<file path="config.mk">
export PLATFORM = sky130hd
export DESIGN_NAME = seq_restoring_divider
export DESIGN_NICKNAME = d
export VERILOG_FILES = /design/src/rtl/div_pkg.sv /design/src/rtl/div_sub_stage.sv /design/src/rtl/seq_restoring_divider.sv
export SDC_FILE = /design/constraint.sdc
export NUM_CORES = 1
export LEC_CHECK = 0
export CAP_MARGIN = 5
export CORE_ASPECT_RATIO = 2
export CORE_MARGIN = 3
export CORE_UTILIZATION = 50
export DETAILED_ROUTE_END_ITERATION = 10
export GPL_ROUTABILITY_DRIVEN = 0
export PLACE_DENSITY_LB_ADDON = 0.12
export SYNTH_ARGS = -nofsm -noshare
export SYNTH_HDL_FRONTEND = slang
export SYNTH_SLANG_ARGS = --single-unit
</file>
<file path="constraint.sdc">
create_clock -name clk -period 3.2 [get_ports clk]
set_input_delay 0.64 -clock clk [delete_from_list [all_inputs] [get_ports clk]]
set_output_delay 0.64 -clock clk [all_outputs]
set_load 0.05 [all_outputs]
</file>
<file path="src/rtl/div_pkg.sv">
// Shared constants and types for the sequential restoring divider.
package div_pkg;

    localparam int unsigned DEFAULT_WIDTH = 32;
    localparam int unsigned DEFAULT_CNT_W = 6;

    // Quotient reported when the divisor is zero
    localparam logic [DEFAULT_WIDTH-1:0] DZ_QUOTIENT = '1;

    typedef enum logic [1:0] {
        S_IDLE = 2'd0,
        S_CALC = 2'd1,
        S_DONE = 2'd2
    } div_state_t;

endpackage

</file>
<file path="src/rtl/div_sub_stage.sv">
// One restoring-division step: trial subtract of the divisor from the shifted remainder.
module div_sub_stage #(
    parameter int unsigned WIDTH = 32
) (
    input  logic [WIDTH-1:0] r_shifted,
    input  logic [WIDTH-1:0] d,
    output logic [WIDTH-1:0] r_next_c,
    output logic             q_bit_c
);

    logic [WIDTH:0] trial;

    // Borrow-out of the WIDTH+1-bit subtract decides whether the remainder is restored
    always_comb begin
        trial    = {1'b0, r_shifted} - {1'b0, d};
        q_bit_c  = ~trial[WIDTH];
        r_next_c = trial[WIDTH] ? r_shifted : trial[WIDTH-1:0];
    end

endmodule

</file>
<file path="src/rtl/seq_restoring_divider.sv">
// Multi-cycle unsigned restoring divider with valid/ready request and response handshakes.
module seq_restoring_divider
    import div_pkg::*;
#(
    parameter int unsigned WIDTH = DEFAULT_WIDTH,
    parameter int unsigned CNT_W = DEFAULT_CNT_W
) (
    input  logic             clk,
    input  logic             rst_n,
    input  logic             in_valid,
    output logic             in_ready,
    input  logic [WIDTH-1:0] dividend,
    input  logic [WIDTH-1:0] divisor,
    output logic             res_valid,
    input  logic             res_ready,
    output logic [WIDTH-1:0] quotient,
    output logic [WIDTH-1:0] remainder,
    output logic             div_by_zero
);

    div_state_t       state;
    logic [CNT_W-1:0] cnt;
    logic [WIDTH-1:0] divisor_q;
    logic [WIDTH-1:0] r_shifted;
    logic [WIDTH-1:0] r_next_c;
    logic             q_bit_c;

    // quotient/remainder double as the Q/R working registers; {R,Q} shifts left each step
    assign r_shifted = {remainder[WIDTH-2:0], quotient[WIDTH-1]};

    div_sub_stage #(
        .WIDTH (WIDTH)
    ) u_sub_stage (
        .r_shifted (r_shifted),
        .d         (divisor_q),
        .r_next_c  (r_next_c),
        .q_bit_c   (q_bit_c)
    );

    // Control FSM, iteration counter, working registers and handshake outputs
    always_ff @(posedge clk) begin
        if (!rst_n) begin
            state       <= S_IDLE;
            cnt         <= '0;
            divisor_q   <= '0;
            quotient    <= '0;
            remainder   <= '0;
            div_by_zero <= 1'b0;
            in_ready    <= 1'b1;
            res_valid   <= 1'b0;
        end else begin
            case (state)
                S_IDLE: begin
                    if (in_valid) begin
                        state     <= S_CALC;
                        in_ready  <= 1'b0;
                        divisor_q <= divisor;
                        if (divisor == '0) begin
                            // Divide-by-zero result is loaded now and held through one CALC cycle
                            quotient    <= '1;
                            remainder   <= dividend;
                            div_by_zero <= 1'b1;
                            cnt         <= CNT_W'(1);
                        end else begin
                            quotient    <= dividend;
                            remainder   <= '0;
                            div_by_zero <= 1'b0;
                            cnt         <= CNT_W'(WIDTH);
                        end
                    end
                end

                S_CALC: begin
                    if (!div_by_zero) begin
                        quotient  <= {quotient[WIDTH-2:0], q_bit_c};
                        remainder <= r_next_c;
                    end
                    cnt <= cnt - CNT_W'(1);
                    if (cnt == CNT_W'(1)) begin
                        state     <= S_DONE;
                        res_valid <= 1'b1;
                    end
                end

                S_DONE: begin
                    if (res_ready) begin
                        state     <= S_IDLE;
                        res_valid <= 1'b0;
                        in_ready  <= 1'b1;
                    end
                end

                default: begin
                    state     <= S_IDLE;
                    res_valid <= 1'b0;
                    in_ready  <= 1'b1;
                end
            endcase
        end
    end

endmodule

</file>
==> impl_metrics.yaml, run 1 <==
run_status:
  outcome: "complete, no violations"
final_layout:
  nets: 1125
  diodes: 0
  layout-drive-gt1-share_pct: 10.7
  fill_cells: 1131
  final_cell_count_no_fill: 1177
  syn_to_final_growth_pct: 32.4
pwr:
  pwr-share-comb_pct: 51.6
  p_leak_nw: 3.34
  pwr_density_cell_mw_per_mm2: 648
  ir_drop_uv: 441
  seqPwrFrac_pct: 28.6
  sw_frac_of_total_pct: 44.0
  intPower_mw: 3.16
  p_switching_mw: 2.48
  clock_power_share_pct: 19.8
yosys:
  yosysMostFrequentCell: "a21oi_1"
  synth_edf_count: 0
  synthArstFlopShare_pct: 0
  synth_ff_type: "dfxtp_1"
  yosysWarnings: 0
  synth_cells: 877
  ys_seq_area_share_pct: 32.6
  syn_area_mm2: 0.00657
  synth_commonest_cells: "a21oi_1 (147), nand2_1 (138), dfxtp_1 (107)"
  yosysTopAreaCellShare_pct: 32.6
  synth.top_cells.by_area: "dfxtp_1 (33%), a21oi_1 (11%), nand2_1 (7.9%)"
  synth_seq_cells: 107
  yosys.area.top_type: "dfxtp_1"
  synth_nets: 980
  synth.avg_cell_area_um2: 7.49
  synth.distinct_cells: 66
clock_network:
  clockBufferDepth: 2
  clkTransAtPathRegs_ps: 80
  cts_root_buffer: "clkbuf_16"
  hold_buffers: 0
  clk_latency_ps: 360
  cts_buffers: 9
  clock_sinks: 107
  htreeDepth: 3
  cts_tree: "done"
global_routing:
  globalRouteTotalUtil_pct: 32.1
  antenna_found_initial: 0
  grt_pass1_wl_um: 36400
  use_met2_pct: 54.8
  grtUsageMet3_pct: 3.82
  grt_use_met1_pct: 34.1
  grt_pass1_vias: 6895
  gr-total-overflow: 0
  grt_max_degree: 48
  grt_most_used_layer: "met2"
timing:
  hold_viol_final: 0
  skew_ps: 10.8
  finalCritPeriodShare_pct: 94.2
  worst_slack_ps: 187
  fmax_mhz: 332
  post-route-min-period_ps: 3010
  setup_tns_ps: 0
  worst_pin_slew_ps: 768
  setup_violations: 0
  rsz0062_at_grt: "false"
  maxSlewHeadroom_pct: 48.6
  slew_viol_final: 0
critical_path:
  path_common_cell: "buf_4"
  r2r_slack_ps: 190
  cp_max_fo: 4
  cpMaxStageDelayCell: "fa_2"
  worstPathRequired_ps: 3430
  crit_path_start_kind: "flop"
  crit_chain: "inv_1 > ha_1 > fa_2 > nor2b_2 > o31ai_1 > buf_4 > a211oi_4 > buf_4 > nor2_1 > a21oi_2 > mux2_2 > a2111oi_1 > o41ai_1"
  crit_path_end_kind: "flop"
  cpPeakStageDelay_ps: 370
  worstSetupPathType: "flop to flop"
  path_buf_inv: 3
  worstRegToRegCells: 13
  r2r-start: "quotient[31]$_SDFFE_PN0P_"
  r2r_end: "remainder[22]$_SDFFE_PN0P_"
  worstPathArrival_ps: 3250
  critPathTopFamily: "compound AO/OA/AOI/OAI gates"
die:
  start_util_pct: 51.7
  die-height_um: 168
  die_w_um: 87.1
  core_mm2: 0.0127
  dieArea_mm2: 0.0146
  io_pins: 135
  num_rows: 58
detailed_routing:
  drt-pass1-iter-count: 5
  vias_per_cell: 6.23
  drc: 0
  ant_nets: 0
  dr_total_vias: 7338
  drt_wl_total_um: 23600
  drtIter0Drc: 459
  post_drt_wl_per_cell_um: 20.0
worst_hold_path:
  hold_path.startpoint: "divisor_q[23]$_SDFFE_PN0P_"
  hold_class: "flop to flop"
  whs_endpoint: "divisor_q[23]$_SDFFE_PN0P_"
  holdPathStages: 2
place:
  dp.cells: 1155
  post-place-ws_ps: 28.4
  port_buffers: 134
  dp_hpwl_um: 17800
flow_run:
  drv_cap: 0
## placed cells by master (no fill, tap or decap), types with 4 or more instances in the layout
| master | netlist | layout |
|---|---|---|
| dfxtp_1 | 107 | 107 |
| o21ai_1 | 5 | 6 |
| a211oi_1 | 6 | 5 |
| ha_1 | 34 | 34 |
| o21a_1 | 9 | 9 |
| xor2_1 | 9 | 9 |
| nor4_1 | 10 | 9 |
| o31ai_1 | 6 | 6 |
| a21oi_1 | 147 | 145 |
| o221ai_1 | 33 | 33 |
| inv_1 | 43 | 42 |
| buf_4 | 1 | 56 |
| nand2_1 | 138 | 138 |
| o21bai_1 | 5 | 5 |
| nor3_1 | 14 | 14 |
| a221oi_1 | 10 | 9 |
| xnor2_1 | 11 | 11 |
| o211ai_1 | 4 | 4 |
| nand3_1 | 15 | 15 |
| a21o_1 | 13 | 13 |
| nor2_1 | 47 | 45 |
| a31oi_1 | 8 | 7 |
| or2_2 | 4 | 4 |
| clkbuf_16 | 0 | 9 |
| or3_1 | 9 | 8 |
| clkdlybuf4s50_1 | 0 | 134 |
| o21ai_0 | 55 | 53 |
| nand4_1 | 5 | 5 |
| and3_1 | 11 | 11 |
## metal layers
metal	vias up	share of wire, %	wire (µm)
met5	-	0	0
met4	0	8.7	2050
met3	115	4.4	1050
met2	304	52	12200
met1	3446	35	8240
li1	3473	-	-
## worst register-to-register path: cells and delay by family, from the launching register on
family	cells	cell delay (ps)
AO/OA/AOI/OAI	5	1040
adder cells (fa/ha/maj)	2	590
buffers and inverters	3	390
flip-flops	1	330
multiplexers	1	350
AND/OR/NAND/NOR	2	180
## kinds of logic (layout without fill, tap and decap cells)
kind of cell	Yosys count	count (layout)	synth area share (%)
muxes	2	2	0.343
buffers and inverters	102	252	6.19
and+or+nand+nor	282	282	20.0
AOI/OAI and AO/OA	329	329	31.4
xor gates and xnor gates	20	20	2.67
adders and majority gates	35	35	6.78
DFF	107	107	32.6
## how the worst max path moves through the flow
stage	endpoint	startpoint	cells after the start
final	remainder[22]$_SDFFE_PN0P_	quotient[31]$_SDFFE_PN0P_	13
after global routing	remainder[31]$_SDFFE_PN0P_	quotient[31]$_SDFFE_PN0P_	13
after CTS	remainder[17]$_SDFFE_PN0P_	divisor_q[19]$_SDFFE_PN0P_	11
after detailed placement	remainder[17]$_SDFFE_PN0P_	divisor_q[19]$_SDFFE_PN0P_	11
after global placement	remainder[17]$_SDFFE_PN0P_	divisor_q[19]$_SDFFE_PN0P_	11
after floorplan	remainder[10]$_SDFFE_PN0P_	quotient[31]$_SDFFE_PN0P_	12
## metrics by stage
stage               total power, mW  util, %  instance area, µm²  hold slack (ps)
CTS                            5.55     67.8                8610              458
global placement               4.42     65.6                8330              443
global route                   5.91     68.5                8700              475
detailed placement             4.43     65.6                8330              448
finish                         5.64     68.5                8700              456
floorplan                      3.48        -                6570              436
## cell type report
type                            count  area, µm²  share of cell area, %
Clock buffer                        9        225                   2.59
Clock inverter                      7       58.8                  0.676
Sequential cell                   107       2140                   24.6
Tap cell                          150        188                   2.16
Timing Repair Buffer              193       1820                   20.9
Inverter                           43        161                   1.85
Multi-Input combinational cell    668       4110                   47.2
## flip-flops by register name, indices dropped and copies added, names as in the netlist
name and flops:
in_ready 1, divisor_q 32, cnt 6, res_valid 1, state 2, quotient 32, remainder 32, div_by_zero 1
## power groups by stage
stage,combinational [mW],sequential [mW],clock [mW]
6_report,2.91,1.61,1.12
5_1_grt,3.11,1.63,1.17
4_1_cts,2.81,1.61,1.13
3_5_place_dp,2.80,1.64,0
3_3_place_gp,2.78,1.64,0
2_1_floorplan,1.51,1.97,0
## what timing repair did
item / 4_1_cts / 5_1_grt
pin swaps: 1 / 4
endpoints found under the setup margin: 1 / 32
setup buffers: 0 / 6
gates resized for setup: 0 / 12
(Power assumes the default switching activity.)
==> run 2: changes to the inputs <==
--- a/config.mk
+++ b/config.mk
@@ -12,6 +12,7 @@
 export DETAILED_ROUTE_END_ITERATION = 10
 export GPL_ROUTABILITY_DRIVEN = 0
 export PLACE_DENSITY_LB_ADDON = 0.12
+export SETUP_SLACK_MARGIN = 0.1
 export SYNTH_ARGS = -nofsm -noshare
 export SYNTH_HDL_FRONTEND = slang
 export SYNTH_SLANG_ARGS = --single-unit
==> run 2 against run 1 <==
Final area is 1.1% higher. Critical path type unchanged. Critical path depth fell by 3. Die area is the same. Total power rose by 1.4%. Worst setup slack got worse by 32 ps. First-iteration DRC count rose by 25%.
==> impl_metrics.yaml, run 2 (same netlist as run 1, synthesis figures left out) <==
timing:
  maxSlewHeadroom_pct: 61.7
  finalCritPeriodShare_pct: 95.1
  slew_viol_final: 0
  skew_ps: 14.0
  rsz0062_at_grt: "false"
  worst_pin_slew_ps: 570
  fmax_mhz: 328
  setup_violations: 0
  hold_viol_final: 0
  post-route-min-period_ps: 3040
  setup_tns_ps: 0
final_layout:
  nets: 1120
  mostFrequentLayoutCell: "a21oi_1"
  reg_top3: "divisor_q (32), quotient (32), remainder (32)"
  final_cell_mix: "a21oi_1 (144), nand2_1 (138), clkdlybuf4s50_1 (134)"
  final_util_pct: 69.3
  diodes: 0
  layout-drive-gt1-share_pct: 11.3
  syn_to_final_growth_pct: 33.9
worst_hold_path:
  hold_class: "flop to flop"
  holdPathStages: 2
  hold_path.startpoint: "divisor_q[24]$_SDFFE_PN0P_"
  whs_endpoint: "divisor_q[24]$_SDFFE_PN0P_"
critical_path:
  r2r_end: "remainder[31]$_SDFFE_PN0P_"
  r2r-start: "remainder[11]$_SDFFE_PN0P_"
  worstRegToRegCells: 10
  crit_path_start_kind: "flop"
  worstSetupPathType: "flop to flop"
  worstPathRequired_ps: 3510
  worstPathArrival_ps: 3350
  cp_max_fo: 8
  r2r_slack_ps: 160
  crit_path_end_kind: "flop"
place:
  dp_hpwl_um: 17900
  port_buffers: 134
die:
  io_pins: 135
  dieArea_mm2: 0.0146
  start_util_pct: 51.7
  die_w_um: 87.1
  die-height_um: 168
  num_rows: 58
  core_mm2: 0.0127
detailed_routing:
  drt-pass1-iter-count: 5
  drtIter0Drc: 575
  ant_nets: 0
  drc: 0
  drt_wl_total_um: 24000
  dr_total_vias: 7347
  vias_per_cell: 6.27
  post_drt_wl_per_cell_um: 20.5
global_routing:
  antenna_found_initial: 0
  grt_max_degree: 46
  grt_pass1_wl_um: 36900
  gr-total-overflow: 0
  globalRouteTotalUtil_pct: 32.6
  grt_pass1_vias: 7055
pwr:
  ir_drop_uv: 417
  p_leak_nw: 3.34
  pwr-share-comb_pct: 51.7
  intPower_mw: 3.19
  pwr_density_cell_mw_per_mm2: 649
  p_switching_mw: 2.52
  seqPwrFrac_pct: 28.3
  sw_frac_of_total_pct: 44.1
  clock_power_share_pct: 20.0
clock_network:
  htreeDepth: 3
  cts_root_buffer: "clkbuf_16"
  cts_tree: "done"
  cts_buffers: 9
  clk_latency_ps: 360
  clock_sinks: 107
  clkTransAtPathRegs_ps: 80
  clockBufferDepth: 2
flow_run:
  drv_cap: 0
run_status:
  outcome: "complete, no violations"
run 2: cell types whose count changed in the layout (fill, tap and decap cells not counted), moves of 3 or more:
cell     before  now
o31ai_1       6    3
ha_1         34   26
ha_4          0    8
buf_4        56   51
run 2: through the flow:
stage / cells / worst slack, ps / total power [mW] / instance area, µm² / hold WS (ps)
after floorplan: 877 / 130 / 3.48 / 6570 / 436
after global placement: 1151 / 129 / 4.39 / 8280 / 443
after detailed placement: 1151 / 116 / 4.41 / 8280 / 447
after CTS: 1167 / 110 / 5.54 / 8590 / 458
after global routing: 1172 / 101 / 6.01 / 8800 / 478
final: 1172 / 156 / 5.72 / 8800 / 456
run 2: power groups by stage:
| stage | Clock, mW | Sequential (mW) | Combinational (mW) |
|---|---|---|---|
| 2_1_floorplan | 0 | 1.97 | 1.51 |
| 5_1_grt | 1.20 | 1.63 | 3.17 |
| 3_5_place_dp | 0 | 1.63 | 2.77 |
| 6_report | 1.14 | 1.62 | 2.96 |
| 3_3_place_gp | 0 | 1.63 | 2.75 |
| 4_1_cts | 1.14 | 1.60 | 2.79 |
run 2: worst max-delay path by stage:
stage | from | end | slack, ps
after global placement | remainder[11]$_SDFFE_PN0P_ | remainder[22]$_SDFFE_PN0P_ | 130
final | remainder[11]$_SDFFE_PN0P_ | remainder[31]$_SDFFE_PN0P_ | 160
after detailed placement | divisor_q[19]$_SDFFE_PN0P_ | remainder[16]$_SDFFE_PN0P_ | 120
after global routing | remainder[11]$_SDFFE_PN0P_ | remainder[31]$_SDFFE_PN0P_ | 100
after CTS | divisor_q[2]$_SDFFE_PN0P_ | remainder[16]$_SDFFE_PN0P_ | 110
after floorplan | remainder[0]$_SDFFE_PN0P_ | remainder[10]$_SDFFE_PN0P_ | 130
run 2: final cells by class:
type                       instances  area, µm²
clock buffer                      10        229
timing repair buffer             188       1780
multi-input combinational        668       4230
tap                              150        188
fill                            1096       3900
inverter                          43        161
sequential                       107       2140
clock inverter                     6       68.8
run 2: per-layer routing:
metal	part of all wire, %	GRT usage, %	routed length (µm)	up-vias
li1	-	-	-	3468
met1	34	33.8	8110	3411
met2	52	55.9	12400	338
met3	5.3	5.09	1280	130
met4	9.2	26.1	2220	0
met5	0	0	0	-
run 2: what timing repair did:
item                                    CTS  global route
setup buffers                             0             5
gates cloned                              0             0
hold buffers                              0             0
gates resized for setup                   1            31
pin swaps                                 1             5
endpoints found under the hold margin     0             0
endpoints found under the setup margin    2            32
run 2: critical path, cell delays in order, from the launching register on:
cell      delay [ps]
dfxtp_1          400
ha_4             350
nand2_2           80
or4_4            530
a211oi_4         320
o31ai_4          130
nor3_4           270
buf_4            190
o21ai_4          110
or4b_1           530
nand3_1           90
==> run 3: changes to the inputs <==
--- a/config.mk
+++ b/config.mk
@@ -15,4 +15,5 @@
 export SETUP_SLACK_MARGIN = 0.1
 export SYNTH_ARGS = -nofsm -noshare
 export SYNTH_HDL_FRONTEND = slang
+export SYNTH_HIERARCHICAL = 1
 export SYNTH_SLANG_ARGS = --single-unit
==> run 3 against run 2 <==
Sequential share of layout area shrank 1.9 points. Clock skew shrank 2.9 ps. Final cell count grew 9.7%. Non-clock buffer count shrank 7. Maximum frequency shrank 1.8%. Sequential power grew 2%. Register-to-register slack lost 60 ps.
==> impl_metrics.yaml, run 3 <==
critical_path:
  r2r-start: "remainder[16]$_SDFFE_PN0P_"
  crit_path_end_kind: "flop"
  worstPathArrival_ps: 3290
  worstSetupPathType: "flop to flop"
  cp_max_fo: 6
  worstRegToRegCells: 14
  worstPathRequired_ps: 3390
  crit_path_start_kind: "flop"
  startpoint: "remainder[16]$_SDFFE_PN0P_"
clock_network:
  cts_root_buffer: "clkbuf_16"
  clkTransAtPathRegs_ps: 70
  clk_latency_ps: 350
  clock_sinks: 107
  cts_buffers: 9
  clockBufferDepth: 2
  htreeDepth: 3
  cts_tree: "done"
pwr:
  p_leak_nw: 3.84
  pwr_density_cell_mw_per_mm2: 658
  ir_drop_uv: 353
die:
  num_rows: 62
  die_w_um: 92.6
  start_util_pct: 51.7
  die-height_um: 179
  core_mm2: 0.0145
  dieArea_mm2: 0.0166
  io_pins: 135
worst_hold_path:
  hold_path.startpoint: "divisor_q[21]$_SDFFE_PN0P_"
  holdPathStages: 2
  hold_class: "flop to flop"
yosys:
  synth_edf_count: 0
  yosysTopAreaCellShare_pct: 28.6
  syn_area_mm2: 0.00750
  synth_commonest_cells: "nand2_1 (205), dfxtp_1 (107), a21oi_1 (87)"
  synth_nets: 1068
  synth.avg_cell_area_um2: 7.77
  yosysWarnings: 6
  synth.distinct_cells: 70
  yosysMostFrequentCell: "nand2_1"
  synth.top_cells.by_area: "dfxtp_1 (29%), nand2_1 (10%), a21oi_1 (5.8%)"
  synth_seq_cells: 107
  ys_seq_area_share_pct: 28.6
  yosys.area.top_type: "dfxtp_1"
  synthArstFlopShare_pct: 0
  synth_ff_type: "dfxtp_1"
  synth_cells: 965
global_routing:
  use_met2_pct: 56.5
  globalRouteTotalUtil_pct: 29.6
  grt_pass1_wl_um: 38100
  grtUsageMet3_pct: 4.12
  grt_most_used_layer: "met2"
  antenna_found_initial: 0
  grt_max_degree: 69
  grt_use_met1_pct: 27.2
  grt_pass1_vias: 7432
  gr-total-overflow: 0
timing:
  worst_slack_ps: 99.5
  skew_ps: 11.0
  hold_viol_final: 0
  setup_violations: 0
  setup_tns_ps: 0
  post-route-min-period_ps: 3100
  worst_pin_slew_ps: 1230
  rsz0062_at_grt: "true"
  fmax_mhz: 323
  finalCritPeriodShare_pct: 96.9
  fin_hold_ws_ps: 455
  maxSlewHeadroom_pct: 17.8
  slew_viol_final: 0
detailed_routing:
  vias_per_cell: 5.89
  dr_total_vias: 7578
  post_drt_wl_per_cell_um: 19.5
  drtIter0Drc: 454
  ant_nets: 0
  drt-pass1-iter-count: 5
  drc: 0
  drt_wl_total_um: 25100
run_status:
  outcome: "complete, no violations"
place:
  dp_hpwl_um: 18400
  post-place-ws_ps: -24.2
  port_buffers: 134
final_layout:
  final_cell_mix: "nand2_1 (204), clkdlybuf4s50_1 (133), dfxtp_1 (100)"
  mostFrequentLayoutCell: "nand2_1"
  diodes: 0
  layout-drive-gt1-share_pct: 14.1
  nets: 1192
  syn_to_final_growth_pct: 28.0
  reg_top3: "divisor_q (32), quotient (32), remainder (32)"
flow_run:
  drv_cap: 0
-- run 3: what timing repair did --
item	4_1_cts	5_1_grt
setup endpoints to repair	16	28
pin swaps	0	13
gates resized for setup	7	46
buffers inserted	0	8
gates cloned	0	1
hold buffers	0	0
-- run 3: power breakdown --
group | total [mW] | leakage [nW] | switching [mW] | internal [mW]
clock network | 1.10 | 0.138 | 0.557 | 0.548
logic | 3.55 | 2.82 | 2.10 | 1.45
registers | 1.66 | 0.886 | 0.164 | 1.49
-- run 3: cells by family (layout without fill, tap and decap cells) --
kind of cell / Yosys count / after routing / share of synthesized area, %
simple gates: 377 / 377 / 26.4
xor+xnor: 26 / 26 / 3.04
flops: 107 / 107 / 28.6
compound gates: 239 / 239 / 22.4
buf+inv: 145 / 274 / 8.81
fa+ha+maj: 35 / 35 / 5.94
mux: 36 / 36 / 4.90
-- run 3: per-stage QoR --
step	total power [mW]	utilization, %	cells	instance area [µm²]
after floorplan	3.98	-	965	7500
after global placement	4.89	62.3	1261	9030
after detailed placement	4.91	62.3	1261	9030
after CTS	6.06	64.4	1277	9350
after global routing	6.68	66.2	1286	9600
final	6.31	66.2	1286	9600
-- run 3: worst paths after layout --
path                                                    to  slack (ps)
worst min-delay path            divisor_q[21]$_SDFFE_PN0P_         460
worst max-delay path            remainder[10]$_SDFFE_PN0P_         100
worst min register to register  divisor_q[21]$_SDFFE_PN0P_         460
worst max register to register  remainder[10]$_SDFFE_PN0P_         100
-- run 3: critical path: stages, from the launching register on --
cell       delay (ps)
dfxtp_1           410
ha_2              340
a21oi_2           130
o21ai_1           120
o41ai_2           370
buf_4             200
a31oi_4            90
a311oi_4          450
clkinv_4          160
buf_6             150
nor2_1            110
nor2_1             80
nand2_1            90
nand2_2            80
a2bb2oi_2         170
-- run 3: cell type report --
| type | instances | area [µm²] |
|---|---|---|
| fill | 1313 | 4910 |
| multi-input combinational | 713 | 4890 |
| clock buffer | 10 | 229 |
| inverter | 77 | 294 |
| sequential | 107 | 2150 |
| clock inverter | 6 | 61.3 |
| timing repair buffer | 181 | 1730 |
| tap | 192 | 240 |
-- run 3: metal layers --
metal / up-vias / part of all wire, % / wire (µm)
met5: - / 0 / 0
met4: 0 / 8.0 / 2000
met3: 108 / 4.1 / 1020
met2: 287 / 55 / 13900
met1: 3572 / 33 / 8170
li1: 3611 / - / -
